==> config.mk <==
export PLATFORM = sky130hd
export DESIGN_NAME = harvard_loader
export DESIGN_NICKNAME = d
export VERILOG_FILES = /design/src/rtl/harvard_loader_pkg.sv /design/src/rtl/harvard_loader_byte_timer.sv /design/src/rtl/harvard_loader.sv
export SDC_FILE = /design/constraint.sdc
export NUM_CORES = 1
export LEC_CHECK = 0
export CORE_ASPECT_RATIO = 0.9
export CORE_UTILIZATION = 30
export DETAILED_ROUTE_END_ITERATION = 10
export PLACE_DENSITY = 0.6
export SLEW_MARGIN = 0
export SYNTH_ARGS = -nofsm -noshare
export SYNTH_HDL_FRONTEND = slang
export SYNTH_SLANG_ARGS = --single-unit
==> constraint.sdc <==
create_clock -name hb_clk -period 5.7 [get_ports hb_clk]
set_clock_uncertainty 0.05 [all_clocks]
set_input_delay 1.14 -clock hb_clk [delete_from_list [all_inputs] [get_ports hb_clk]]
set_output_delay 1.14 -clock hb_clk [all_outputs]
set_load 0.02 [all_outputs]
==> src/rtl/harvard_loader_pkg.sv <==
// SystemPeripheral_Pkg: shared bus types plus loader state, error and register-offset definitions
package SystemPeripheral_Pkg;
  typedef struct packed {
    logic [7:0]  raddr;
    logic [7:0]  waddr;
    logic [31:0] wdata;
  } sys_peripheral_t;
  typedef struct packed {
    logic ren;
    logic wen;
  } sel_t;
  typedef enum logic [3:0] {
    LD_IDLE, LD_SYNC, LD_ADDR0, LD_ADDR1, LD_LEN0, LD_LEN1, LD_DATA, LD_CSUM, LD_DONE, LD_ERROR
  } loader_state_e;
  typedef enum logic [1:0] {E_NONE, E_TIMEOUT, E_RANGE, E_CSUM} loader_err_e;
  localparam logic [7:0] LOADER_SYNC_BYTE = 8'hA5;
  localparam logic [7:0] LOADER_CTRL = 8'd0;
  localparam logic [7:0] LOADER_COUNT = 8'd1;
  localparam logic [7:0] LOADER_CSUM = 8'd2;
endpackage

==> src/rtl/harvard_loader_byte_timer.sv <==
// loader_byte_timer: inter-byte idle watchdog, expired pulses after TIMEOUT cycles without reload
module loader_byte_timer #(
  parameter int TIMEOUT = 1_000_000
) (
  input  logic hb_clk,
  input  logic rst_n,
  input  logic reload,
  input  logic run,
  output logic expired
);
  localparam int W = $clog2(TIMEOUT + 1);
  localparam logic [W-1:0] LAST = W'(TIMEOUT - 1);
  logic [W-1:0] cnt;
  assign expired = run && !reload && cnt == LAST;
  always_ff @(posedge hb_clk or negedge rst_n)
    if (!rst_n) cnt <= '0;
    else cnt <= (!run || reload || expired) ? '0 : cnt + W'(1);
endmodule

==> src/rtl/harvard_loader.sv <==
// harvard_loader: framed UART image loader into instruction RAM; HARVARD_LOADER_CHECKSUM_EN adds the trailing checksum byte
module harvard_loader
  import SystemPeripheral_Pkg::*;
#(
  parameter int ADDR_W = 12,
  parameter int TIMEOUT = 1_000_000
) (
  input  logic              hb_clk,
  input  logic              rst_n,
  input  sys_peripheral_t   sys_share,
  input  sel_t              sel,
  output logic [31:0]       rdata,
  input  logic              download_mode,
  input  logic              rx_valid,
  input  logic [7:0]        rx_data,
  output logic              iram_we,
  output logic [ADDR_W-1:0] iram_addr,
  output logic [31:0]       iram_wdata
);
  loader_state_e state, state_n;
  loader_err_e err, err_n;
  logic [ADDR_W-1:0] ptr, len, wcnt, cap;
  logic [7:0] lo;
  logic [23:0] word;
  logic [1:0] bidx;
  logic [31:0] csum_rd;
  logic ctrl_wr, busy, run, abort, arm, take, wr_word, last, range_bad, expired;
  logic unused_wdata;
`ifdef HARVARD_LOADER_CHECKSUM_EN
  localparam loader_state_e TAIL = LD_CSUM;
  logic [7:0] csum;
  assign csum_rd = 32'(csum);
`else
  localparam loader_state_e TAIL = LD_DONE;
  assign csum_rd = '0;
`endif
  assign unused_wdata = &{1'b0, sys_share.wdata[31:2]};
  assign ctrl_wr = sel.wen && sys_share.waddr == LOADER_CTRL;
  assign busy = state >= LD_SYNC && state <= LD_CSUM;
  assign run = state >= LD_ADDR0 && state <= LD_CSUM;
  assign abort = (ctrl_wr && sys_share.wdata[1]) || (busy && !download_mode);
  assign arm = ctrl_wr && sys_share.wdata[0] && download_mode && !busy && !abort;
  // a control write in the same cycle wins and the byte is lost
  assign take = rx_valid && !ctrl_wr && !abort;
  assign cap = ADDR_W'({rx_data, lo});
  assign range_bad = {1'b0, ptr} + {1'b0, cap} > {1'b1, {ADDR_W{1'b0}}};
  assign wr_word = take && state == LD_DATA && bidx == 2'd3;
  assign last = wcnt + ADDR_W'(1) == len;
  loader_byte_timer #(.TIMEOUT(TIMEOUT)) u_timer (
    .hb_clk (hb_clk),
    .rst_n  (rst_n),
    .reload (rx_valid),
    .run    (run),
    .expired(expired)
  );
  always_comb begin
    state_n = state;
    err_n = err;
    if (abort) begin
      state_n = LD_IDLE;
      err_n = E_NONE;
    end else if (arm) begin
      state_n = LD_SYNC;
      err_n = E_NONE;
    end else if (expired) begin
      state_n = LD_ERROR;
      err_n = E_TIMEOUT;
    end else if (take) begin
      case (state)
        LD_SYNC:  state_n = rx_data == LOADER_SYNC_BYTE ? LD_ADDR0 : LD_SYNC;
        LD_ADDR0: state_n = LD_ADDR1;
        LD_ADDR1: state_n = LD_LEN0;
        LD_LEN0:  state_n = LD_LEN1;
        LD_LEN1: begin
          state_n = range_bad ? LD_ERROR : (cap == '0 ? TAIL : LD_DATA);
          err_n = range_bad ? E_RANGE : E_NONE;
        end
        LD_DATA:  state_n = wr_word && last ? TAIL : LD_DATA;
`ifdef HARVARD_LOADER_CHECKSUM_EN
        LD_CSUM: begin
          state_n = rx_data == csum ? LD_DONE : LD_ERROR;
          err_n = rx_data == csum ? E_NONE : E_CSUM;
        end
`endif
        default: ;
      endcase
    end
  end
  always_ff @(posedge hb_clk or negedge rst_n)
    if (!rst_n) begin
      state <= LD_IDLE;
      err <= E_NONE;
    end else begin
      state <= state_n;
      err <= err_n;
    end
  always_ff @(posedge hb_clk or negedge rst_n)
    if (!rst_n) begin
      ptr <= '0;
      len <= '0;
      wcnt <= '0;
      lo <= '0;
      word <= '0;
      bidx <= '0;
      iram_we <= 1'b0;
      iram_addr <= '0;
      iram_wdata <= '0;
    end else begin
      iram_we <= wr_word;
      if (abort || arm) begin
        ptr <= '0;
        len <= '0;
        wcnt <= '0;
        bidx <= '0;
      end else if (take) begin
        if (state == LD_ADDR0 || state == LD_LEN0) lo <= rx_data;
        if (state == LD_ADDR1) ptr <= cap;
        if (state == LD_LEN1) len <= cap;
        if (state == LD_DATA) begin
          word <= {rx_data, word[23:8]};
          bidx <= bidx + 2'd1;
        end
        if (wr_word) begin
          iram_addr <= ptr;
          iram_wdata <= {rx_data, word};
          ptr <= ptr + ADDR_W'(1);
          wcnt <= wcnt + ADDR_W'(1);
        end
      end
    end
`ifdef HARVARD_LOADER_CHECKSUM_EN
  always_ff @(posedge hb_clk or negedge rst_n)
    if (!rst_n) csum <= '0;
    else if (abort || arm) csum <= '0;
    else if (take && state == LD_DATA) csum <= csum + rx_data;
`endif
  always_ff @(posedge hb_clk or negedge rst_n)
    if (!rst_n) rdata <= '0;
    else if (sel.ren)
      rdata <= sys_share.raddr == LOADER_CTRL  ? {20'b0, state, 2'b0, err, 2'b0, busy, state == LD_DONE} :
               sys_share.raddr == LOADER_COUNT ? 32'(wcnt) :
               sys_share.raddr == LOADER_CSUM  ? csum_rd : '0;
endmodule

Word level (Yosys, flattened, before mapping)
Cells that the tools add are included.
{ "word_totals": {"inputBits": 62, "output_inout_bits": 77, "register_bits": 173, "elab_cells": 113} }
{ "classes": {"bitwise_logic": 1, "eq_ne": 12, "mux": 31, "n_reduce_logical": 47, "n_lt_le_gt_ge": 4, "addsub": 5} }
{ "ops": {"columns": ["cell", "n"], "rows": [
  ["$mux W12", 12],
  ["$mux W4", 7],
  ["$add A12 B1 Y12 const B", 2],
  ["$pmux W4 S6", 1],
  ["$add A20 B1 Y20 const B", 1],
  ["$eq A20 B20 Y1 const B", 1],
  ["$mux W2", 10],
  ["$mux W20", 1],
  ["$logic_and A1 B1 Y1", 16],
  ["$logic_not A8 Y1", 2],
  ["$add A12 B12 Y13", 1],
  ["$gt A13 B13 Y1 const B", 1],
  ["$eq A12 B12 Y1", 1],
  ["$eq A4 B3 Y1 const B", 3],
  ["$logic_not A12 Y1", 1],
  ["$reduce_and A2 Y1", 6],
  ["$reduce_and A3 Y1", 3],
  ["$reduce_bool A9 Y1", 1],
  ["$eq A4 B2 Y1 const B", 2],
  ["$eq A8 B1 Y1 const B", 1],
  ["$eq A8 B8 Y1 const B", 1],
  ["$reduce_bool A2 Y1", 4],
  ["$reduce_bool A4 Y1", 2],
  ["$logic_not A1 Y1", 6],
  ["10 further kinds", 14]
]} }

Depth between registers and ports, before layout
Gate-level depths: netlist of run 1.
{ "depth": {"ltp_word": 15, "depth_mapped": 10, "mapped_depth_nobuf": 10} }

Hierarchy
A second synthesis of run 1 with hierarchy kept.
{ "hier_totals": {"cells_unflattened": 852, "area_unflattened_um2": 8039.0} }
{ "modules_own_cells": {"columns": ["module", "seq_area_each_um2", "n_inst", "area_each_um2", "cells_per_inst"], "rows": [
  ["harvard_loader", 3328.2, 1, 7011.7, 743],
  ["loader_byte_timer", 500.5, 1, 1027.2, 109]
]} }

Worst setup path after synthesis of run 1
No wires, ideal clock.
{ "synth_path": {"path_type": "in2reg", "from": "in rx_data[0]", "to": "reg state[3]", "path_slack_ps": 2642, "path_buffers": 0, "cell_stages": 8, "arrival_ps": 2870, "required_time_ps": 5513, "cell_sequence": "ha_1 or2_2 a211o_1 o41ai_1 a211oi_1 o41ai_4 and2_1 o221ai_2"} }
{ "synth_between": {"elab_chain_cells": 8, "elab_cells_between_ends": 10, "cone_classes": "add/sub (1); order compare (1); mux (7); reduce/logical (1)"} }
{ "synth_rtl": {"columns": ["item", "line", "rtl"], "rows": [
  ["start: declaration", "harvard_loader.sv:15", "input logic [7:0] rx_data,"],
  ["$add A12 B12 Y13 / $logic_not A12 Y1 (equally long branches)", "harvard_loader.sv:46, harvard_loader.sv:75", null],
  ["$gt A13 B13 Y1 / $mux W4 (equally long branches)", "harvard_loader.sv:46, harvard_loader.sv:75", null],
  ["$mux W4 *", "harvard_loader.sv:75", "state_n = range_bad ? LD_ERROR : (cap == '0 ? TAIL : LD_DATA);"],
  ["$pmux W4 S6 *", "harvard_loader.sv:69", "case (state)"],
  ["$mux W4 *", "harvard_loader.sv:68", "end else if (take) begin"],
  ["$mux W4 *", "harvard_loader.sv:65", "end else if (expired) begin"],
  ["$mux W4 *", "harvard_loader.sv:62", "end else if (arm) begin"],
  ["$mux W4 *", "harvard_loader.sv:59", "if (abort) begin"],
  ["end signal: assignment", "harvard_loader.sv:94", "state <= state_n;"],
  ["end: declaration", "harvard_loader.sv:20", "loader_state_e state, state_n;"]
]} }
Mark *: on every way between the ends. The rest lies on a longest branch, timed or not. The select of a mux whose other input is x is not followed.
A chain may end at the register's enable or synchronous reset.

Worst setup path in the final report of run 1
{ "layout_path": {"from": "in sys_share[34] (netlist name)", "to": "reg ptr[7]"} }
{ "layout_between": {"elab_chain_cells": 11, "elab_cells_between_ends": 21, "cone_classes": "mux (3); reduce/logical (18)"} }
{ "layout_rtl": {"columns": ["item", "line", "rtl"], "rows": [
  ["start: declaration", "harvard_loader.sv:10", "input sys_peripheral_t sys_share,"],
  ["$logic_not A8 Y1 *", "harvard_loader.sv:38", "assign ctrl_wr = sel.wen && sys_share.waddr == LOADER_CTRL;"],
  ["$logic_and A1 B1 Y1 *", "harvard_loader.sv:38", null],
  ["$logic_and A1 B1 Y1", "harvard_loader.sv:41", "assign abort = (ctrl_wr && sys_share.wdata[1]) || (busy && !download_mode);"],
  ["$logic_or A1 B1 Y1", "harvard_loader.sv:41", null],
  ["$logic_not A1 Y1", "harvard_loader.sv:42, harvard_loader.sv:44", null],
  ["$logic_and A1 B1 Y1", "harvard_loader.sv:44", "assign take = rx_valid && !ctrl_wr && !abort;"],
  ["$logic_and A1 B1 Y1 (2 in a row)", "harvard_loader.sv:47", "assign wr_word = take && state == LD_DATA && bidx == 2'd3;"],
  ["$mux W12", "harvard_loader.sv:123", "if (wr_word) begin"],
  ["$mux W12", "harvard_loader.sv:115", "end else if (take) begin"],
  ["$mux W12", "harvard_loader.sv:110", "if (abort || arm) begin"],
  ["end signal: assignment", "harvard_loader.sv:117", "if (state == LD_ADDR1) ptr <= cap;"],
  ["end signal: assignment", "harvard_loader.sv:126", "ptr <= ptr + ADDR_W'(1);"],
  ["end: declaration", "harvard_loader.sv:22", "logic [ADDR_W-1:0] ptr, len, wcnt, cap;"]
]} }
Marked as above.

==> summary.txt, run 1 <==
DIE AREA = 26,700 um2
Max Cap Viol = 0
Final Hold Viols = 0
setup ws final = 1.91 ns
area of the multi-input gates = 3730 um2
endpoint type of the worst setup path = register
Root Driver = clkbuf_16
setup repair bufs after CTS = 0
CP peak stage delay = 0.71 ns
worst min-delay path class = register to register
worst path cell trace = clkdlybuf4s50_1, nor4_1, and4b_1, nor2_1, nand3_1, inv_1, nor2_1, a31oi_1, a21oi_1, o21a_1
post_cts resized = 0
Critical Path Start Type = input port
RSZ-0062 raised after global routing = no
final hold slack = 0.414 ns
WP buf/inv = 2
die height = 155 um
Initial Util = 30.8%
CTS sink cnt = 153
Setup CP Type = input port to register
slowest CP cell = nor2_1
commonest cells after routing, fill and taps aside = 186 x nand2_1, 153 x dfrtp_1, 87 x clkdlybuf4s50_1, 68 x nor2_1, 37 x o21ai_0
Post-Route WL = 19.4 mm
asr flop ratio synth = 100%
status = complete, no violations
Psw = 0.815 mW
hold_buf cts = 0
Worst-Margin Slew = 0.822 ns
Critical Path RT = 6.01 ns
initial antenna violation count = 0
Max-slew headroom = 45.0%
first-pass GRT wire length = 32.2 mm
power density over cell area = 299 nW/um2
Reg power frac = 42.3%
Max IR drop VDD = 223 uV
core area = 25,400 um2
Syn Inst Count = 825
Yosys reg bits = 153
Static Leakage = 4.46 nW
area delta synth->final = 22.8%
Mean Syn Cell Area = 9.49 um2
fraction of layout cells with a size suffix above 1 = 10.0%
first drt pass iteration count = 5
Netlist Area Pre-Place = 7830 um2
Clock Tree Buf Depth = 2
ANT cells = 0
Post-route DRC = 0
placed cell count = 1,230
largest net degree at the start of global routing = 77
vias in the first global route = 6,017
part of the cycle the worst path needs = 66.4%
fill cell count = 2,529
grt ovf = 0
clock power share = 41.3%
Total GRT Usage = 15.4%
via count = 6,131
Vias/cell = 4.86
register area share after synthesis = 48.9%
Comb pwr share = 16.4%
Ports = 139
Clock Latency Late Sink = 0.43 ns
Int Pwr = 2.06 mW
final layout net count = 986
FMAX = 264 MHz
CTS tree = done
delay-heaviest family, CP = simple AND/OR/NAND/NOR gates
worst-path fanout max = 12
dpl ws = 1.48 ns
Final HPWL DP = 13.4 mm
most common cell after layout, fill and taps aside = nand2_1
non-filler cells in the finished layout = 1,261
placed inst area = 9000 um2
CP arrival = 4.10 ns
quantity of I/O buffers inserted on ports = 88
Main synth FF type = dfrtp_1
EDFF count, synth = 0
final setup TNS = 0 ns
DR WL/cell = 15.4 um
floorplan row count = 55
Max Slew Vio Count = 0
drt first-iter violations = 434
Setup Viol. Count Final = 0
GP Congestion = 0.821
H-Tree Depth = 4
total CTS buffers = 17
clock period minus worst slack = 3.79 ns
synth unique cells = 67
crit-path most repeated cell = nor2_1
switching power share of the total = 28.4%
Clk pin slew, worst setup/hold paths = 0.06 ns
DRT antenna net count = 0
Die X = 172 um
final instance area = 9610 um2
register area = 3830 um2
YS warnings = 0
==> layer usage <==
| layer | part of all wire [%] | GRT usage, % | vias up |
|---|---|---|---|
| li1 | - | - | 2974 |
| met3 | 5.5 | 3.66 | 12 |
| met2 | 45 | 23.5 | 152 |
| met4 | 0.78 | 3.71 | 0 |
| met5 | 0 | 0 | - |
| met1 | 49 | 21.9 | 2993 |
==> Yosys cell counts, drive strengths merged, types with 3 or more instances <==
cell type | number | area share, %
nand3b | 6 | 0.58
a22o | 15 | 1.7
o21a | 6 | 0.59
nor4 | 11 | 1.2
buf | 26 | 2.4
or2 | 5 | 0.40
and2 | 8 | 0.64
nand2 | 186 | 8.9
a31oi | 3 | 0.24
nand3 | 19 | 1.3
and3 | 13 | 1.1
a211o | 6 | 0.69
o21ai | 39 | 2.5
xor2 | 25 | 2.8
clkbuf | 25 | 1.2
o31ai | 7 | 0.67
nor2 | 69 | 3.3
ha | 16 | 2.6
o22ai | 10 | 0.80
nand4 | 6 | 0.48
o41ai | 3 | 0.58
nor3 | 14 | 0.96
mux2i | 7 | 0.90
a21oi | 29 | 1.9
a21o | 7 | 0.69
o2111ai | 3 | 0.34
mux2 | 34 | 4.9
nor2b | 3 | 0.24
dfrtp | 153 | 49
xnor2 | 17 | 1.9
nand2b | 3 | 0.24
inv | 20 | 0.96
a211oi | 6 | 0.58
==> worst register-to-register path, stage by stage (launching register included) <==
cell and delay, ns:
dfrtp_1 0.44, ha_1 0.26, fa_1 0.40, a21o_1 0.22
a221oi_2 0.32, o21ai_2 0.15, o41ai_1 0.32, a211oi_1 0.13
o41ai_4 0.59, and2_1 0.23, o221ai_2 0.09
==> final cells by class <==
class | count | share of cell area [%]
Sequential cell | 153 | 39.8
Multi-Input combinational cell | 620 | 38.8
Timing Repair Buffer | 95 | 9.73
Clock buffer | 20 | 4.54
Tap cell | 342 | 4.45
Clock inverter | 11 | 1.80
Inverter | 20 | 0.781
==> cells by family (layout without fill, tap and decap cells) <==
logic type,Yosys count,count (layout),synth area share (%)
xor gates and xnor gates,42,42,4.70
DFF,153,153,48.9
buffers and inverters,71,146,4.51
AOI/OAI and AO/OA,145,145,12.6
and+or+nand+nor,355,355,20.6
muxes,41,41,5.79
other,1,20,0.0479
adders and majority gates,17,17,2.81
==> stage by stage <==
step                total power [mW]  utilization [%]
floorplan                       1.55                -
global placement                1.69             35.4
detailed placement              1.70             35.4
CTS                             2.90             37.8
global route                    3.01             37.8
finish                          2.87             37.8
==> state kept, by name, summed over array words and instances (netlist names) <==
name and count:
lo 8, wcnt 12, iram_wdata 32, state 4
iram_addr 12, rdata 12, ptr 12, iram_we 1
u_timer.cnt 20, word 24, bidx 2, len 12
err 2
==> final timing paths <==
| kind | start | end | slack (ns) | cells past startpoint |
|---|---|---|---|---|
| worst max register to register | ptr[0]$_DFFE_PN0P_ | state[3]$_DFFE_PN0P_ | 2.36 | 10 |
| worst max-delay path | sys_share[34] | ptr[7]$_DFFE_PN0P_ | 1.91 | 10 |
| min in group asynchronous | rst_n | rdata[0]$_DFFE_PN0P_ | 0.66 | 1 |
| max in group asynchronous | rst_n | iram_wdata[20]$_DFFE_PN0P_ | 3.90 | 2 |
| worst min-delay path | iram_addr[9]$_DFFE_PN0P_ | iram_addr[9]$_DFFE_PN0P_ | 0.41 | 2 |
| worst min register to register | iram_addr[9]$_DFFE_PN0P_ | iram_addr[9]$_DFFE_PN0P_ | 0.41 | 2 |
==> power groups by stage <==
| stage | clock network, mW | logic, mW | registers [mW] |
|---|---|---|---|
| CTS | 1.21 | 0.471 | 1.21 |
| global route | 1.26 | 0.526 | 1.22 |
| floorplan | 0 | 0.349 | 1.20 |
| detailed placement | 0 | 0.468 | 1.23 |
| global placement | 0 | 0.461 | 1.23 |
| finish | 1.19 | 0.469 | 1.21 |
Power figures use the tool's default switching activity.
==> inputs of run 2 (changes only) <==
==> constraint.sdc (replaced) <==
create_clock -name hb_clk -period 3.7 [get_ports hb_clk]
set_clock_uncertainty 0.05 [all_clocks]
set_input_delay 0.74 -clock hb_clk [delete_from_list [all_inputs] [get_ports hb_clk]]
set_output_delay 0.74 -clock hb_clk [all_outputs]
set_load 0.02 [all_outputs]
==> summary.txt, run 2 (same netlist as run 1, synthesis figures left out) <==
Ports = 139 (unchanged)
Clk pin slew, worst setup/hold paths = 0.07 ns (was 0.06 ns)
drt first-iter violations = 443 (was 434)
ANT cells = 0 (unchanged)
Total GRT Usage = 15.5% (was 15.4%)
area delta synth->final = 23.7% (was 22.8%)
Final Hold Viols = 0 (unchanged)
Psw = 1.29 mW (was 0.815 mW)
Clock Tree Buf Depth = 2 (unchanged)
commonest cells after routing, fill and taps aside = 186 x nand2_1, 153 x dfrtp_1, 87 x clkdlybuf4s50_1, 68 x nor2_1, 37 x o21ai_0 (unchanged)
Reg with most FFs = iram_wdata (unchanged)
first-pass GRT wire length = 32.5 mm (was 32.2 mm)
Max-slew headroom = 51.4% (was 45.0%)
Max Slew Vio Count = 0 (unchanged)
clock power share = 39.8% (was 41.3%)
endpoint type of the worst setup path = register (unchanged)
Post-route DRC = 0 (unchanged)
setup ws final = 0.325 ns (was 1.91 ns)
quantity of I/O buffers inserted on ports = 88 (unchanged)
register area = 3830 um2 (unchanged)
Crit Reg-Reg Startpoint = lo[0]$_DFFE_PN0P_ (was ptr[0]$_DFFE_PN0P_)
non-filler cells in the finished layout = 1,274 (was 1,261)
first drt pass iteration count = 5 (unchanged)
die height = 155 um (unchanged)
fraction of layout cells with a size suffix above 1 = 11.5% (was 10.0%)
final instance area = 9680 um2 (was 9610 um2)
placed inst area = 9090 um2 (was 9000 um2)
Max IR drop VDD = 295 uV (was 223 uV)
H-Tree Depth = 4 (unchanged)
R2R depth = 10 (unchanged)
Max Cap Viol = 0 (unchanged)
Int Pwr = 3.07 mW (was 2.06 mW)
area of the multi-input gates = 3730 um2 (unchanged)
Comb pwr share = 17.1% (was 16.4%)
GP Congestion = 0.821 (about the same)
Initial Util = 30.8% (unchanged)
fin util = 38.1% (was 37.8%)
CTS tree = done (unchanged)
Root Driver = clkbuf_16 (unchanged)
crit path launch = lo[0]$_DFFE_PN0P_ (was sys_share[34])
Static Leakage = 4.51 nW (was 4.46 nW)
power density over cell area = 450 nW/um2 (was 299 nW/um2)
hold_buf cts = 0 (unchanged)
Vias/cell = 4.83 (was 4.86)
Reg power frac = 43.1% (was 42.3%)
DR WL/cell = 15.2 um (was 15.4 um)
Final HPWL DP = 13.8 mm (was 13.4 mm)
floorplan row count = 55 (unchanged)
placed cell count = 1,242 (was 1,230)
grt ovf = 0 (unchanged)
Critical Path RT = 3.93 ns (was 6.01 ns)
via count = 6,149 (was 6,131)
setup repair bufs after CTS = 0 (unchanged)
Worst R2R End = state[3]$_DFFE_PN0P_ (unchanged)
status = complete, no violations (unchanged)
post_cts resized = 0 (unchanged)
part of the cycle the worst path needs = 91.2%
biggest regs = iram_wdata: 32 flops, word: 24 flops, u_timer.cnt: 20 flops (unchanged)
CTS sink cnt = 153 (unchanged)
fill cell count = 2,535 (was 2,529)
CP arrival = 3.60 ns (was 4.10 ns)
Setup CP Type = register to register (was input port to register)
switching power share of the total = 29.7% (was 28.4%)
R2R Setup Slk = 0.33 ns (was 2.36 ns)
Setup Viol. Count Final = 0 (unchanged)
final setup TNS = 0 ns (unchanged)
Die X = 172 um (unchanged)
final hold slack = 0.280 ns (was 0.414 ns)
DRT antenna net count = 0 (unchanged)
most common cell after layout, fill and taps aside = nand2_1 (unchanged)
initial antenna violation count = 0 (unchanged)
core area = 25,400 um2 (unchanged)
max reg flops = 32 (unchanged)
largest net degree at the start of global routing = 79 (was 77)
vias in the first global route = 6,023 (was 6,017)
FMAX = 296 MHz
RSZ-0062 raised after global routing = no (unchanged)
clock period minus worst slack = 3.37 ns
Worst-Margin Slew = 0.730 ns (was 0.822 ns)
worst-path fanout max = 5 (was 12)
dpl ws = 0.204 ns (was 1.48 ns)
Post-Route WL = 19.3 mm (was 19.4 mm)
DIE AREA = 26,700 um2 (unchanged)
worst min-delay path class = input port to asynchronous set/reset pin (was register to register)
Clock Latency Late Sink = 0.43 ns (about the same)
total CTS buffers = 17 (unchanged)
Critical Path Start Type = register (was input port)
Final Power = 4.36 mW (was 2.87 mW)
final layout net count = 998 (was 986)
run 2: cell types whose count changed in the layout (fill, tap and decap cells not counted):
cell        change
buf_4          +12
clkinvlp_4      +1
clkbuf_1        -2
inv_6           +2
bufinv_16       -2
inv_8           +2
clkinv_4        +1
clkinv_2        -1
run 2: worst max path at each step:
stage                     slack, ns                   end
after floorplan                0.78  state[3]$_DFFE_PN0P_
after global placement         0.24  state[3]$_DFFE_PN0P_
after detailed placement       0.20  state[3]$_DFFE_PN0P_
after CTS                      0.35  state[3]$_DFFE_PN0P_
after global routing           0.15  state[3]$_DFFE_PN0P_
final                          0.33  state[3]$_DFFE_PN0P_
run 2: area by class of cell:
class | count | area share [%]
Sequential cell | 153 | 39.5
Multi-Input combinational cell | 620 | 38.5
Clock inverter | 14 | 1.69
Clock buffer | 18 | 4.43
Tap cell | 342 | 4.42
Timing Repair Buffer | 107 | 10.6
Inverter | 20 | 0.775
run 2: power by group through the flow:
stage	clock (mW)	sequential [mW]	combinational, mW
after floorplan	0	1.85	0.538
after global routing	1.85	1.89	0.835
after global placement	0	1.91	0.736
after detailed placement	0	1.91	0.744
final	1.74	1.88	0.744
after CTS	1.79	1.88	0.747
run 2: metal layers:
layer / global-route usage (%) / wire length [um] / part of all wire, %
met1: 22.3 / 9540 / 49
met2: 23.1 / 8430 / 44
met4: 3.92 / 214 / 1.1
met3: 3.84 / 1120 / 5.8
met5: 0 / 0 / 0
run 2: worst max-delay path, cell delays in order, from the launching register on:
cell	delay, ns
dfrtp_1	0.46
ha_1	0.25
fa_1	0.41
a21o_1	0.22
a221oi_2	0.31
o21ai_2	0.14
or3_1	0.35
o21a_2	0.14
o41ai_4	0.57
and2_1	0.23
o221ai_2	0.10
==> inputs of run 3 (changes only) <==
--- a/config.mk
+++ b/config.mk
@@ -5,8 +5,10 @@
 export SDC_FILE = /design/constraint.sdc
 export NUM_CORES = 1
 export LEC_CHECK = 0
+export ABC_CLOCK_PERIOD_IN_PS = 3700
 export CORE_ASPECT_RATIO = 0.9
 export CORE_UTILIZATION = 30
+export CTS_CLUSTER_SIZE = 14
 export DETAILED_ROUTE_END_ITERATION = 10
 export PLACE_DENSITY = 0.6
 export SLEW_MARGIN = 0
==> results of run 3 <==
Same layout as run 2: the final DEF is identical, and so are final timing and power.
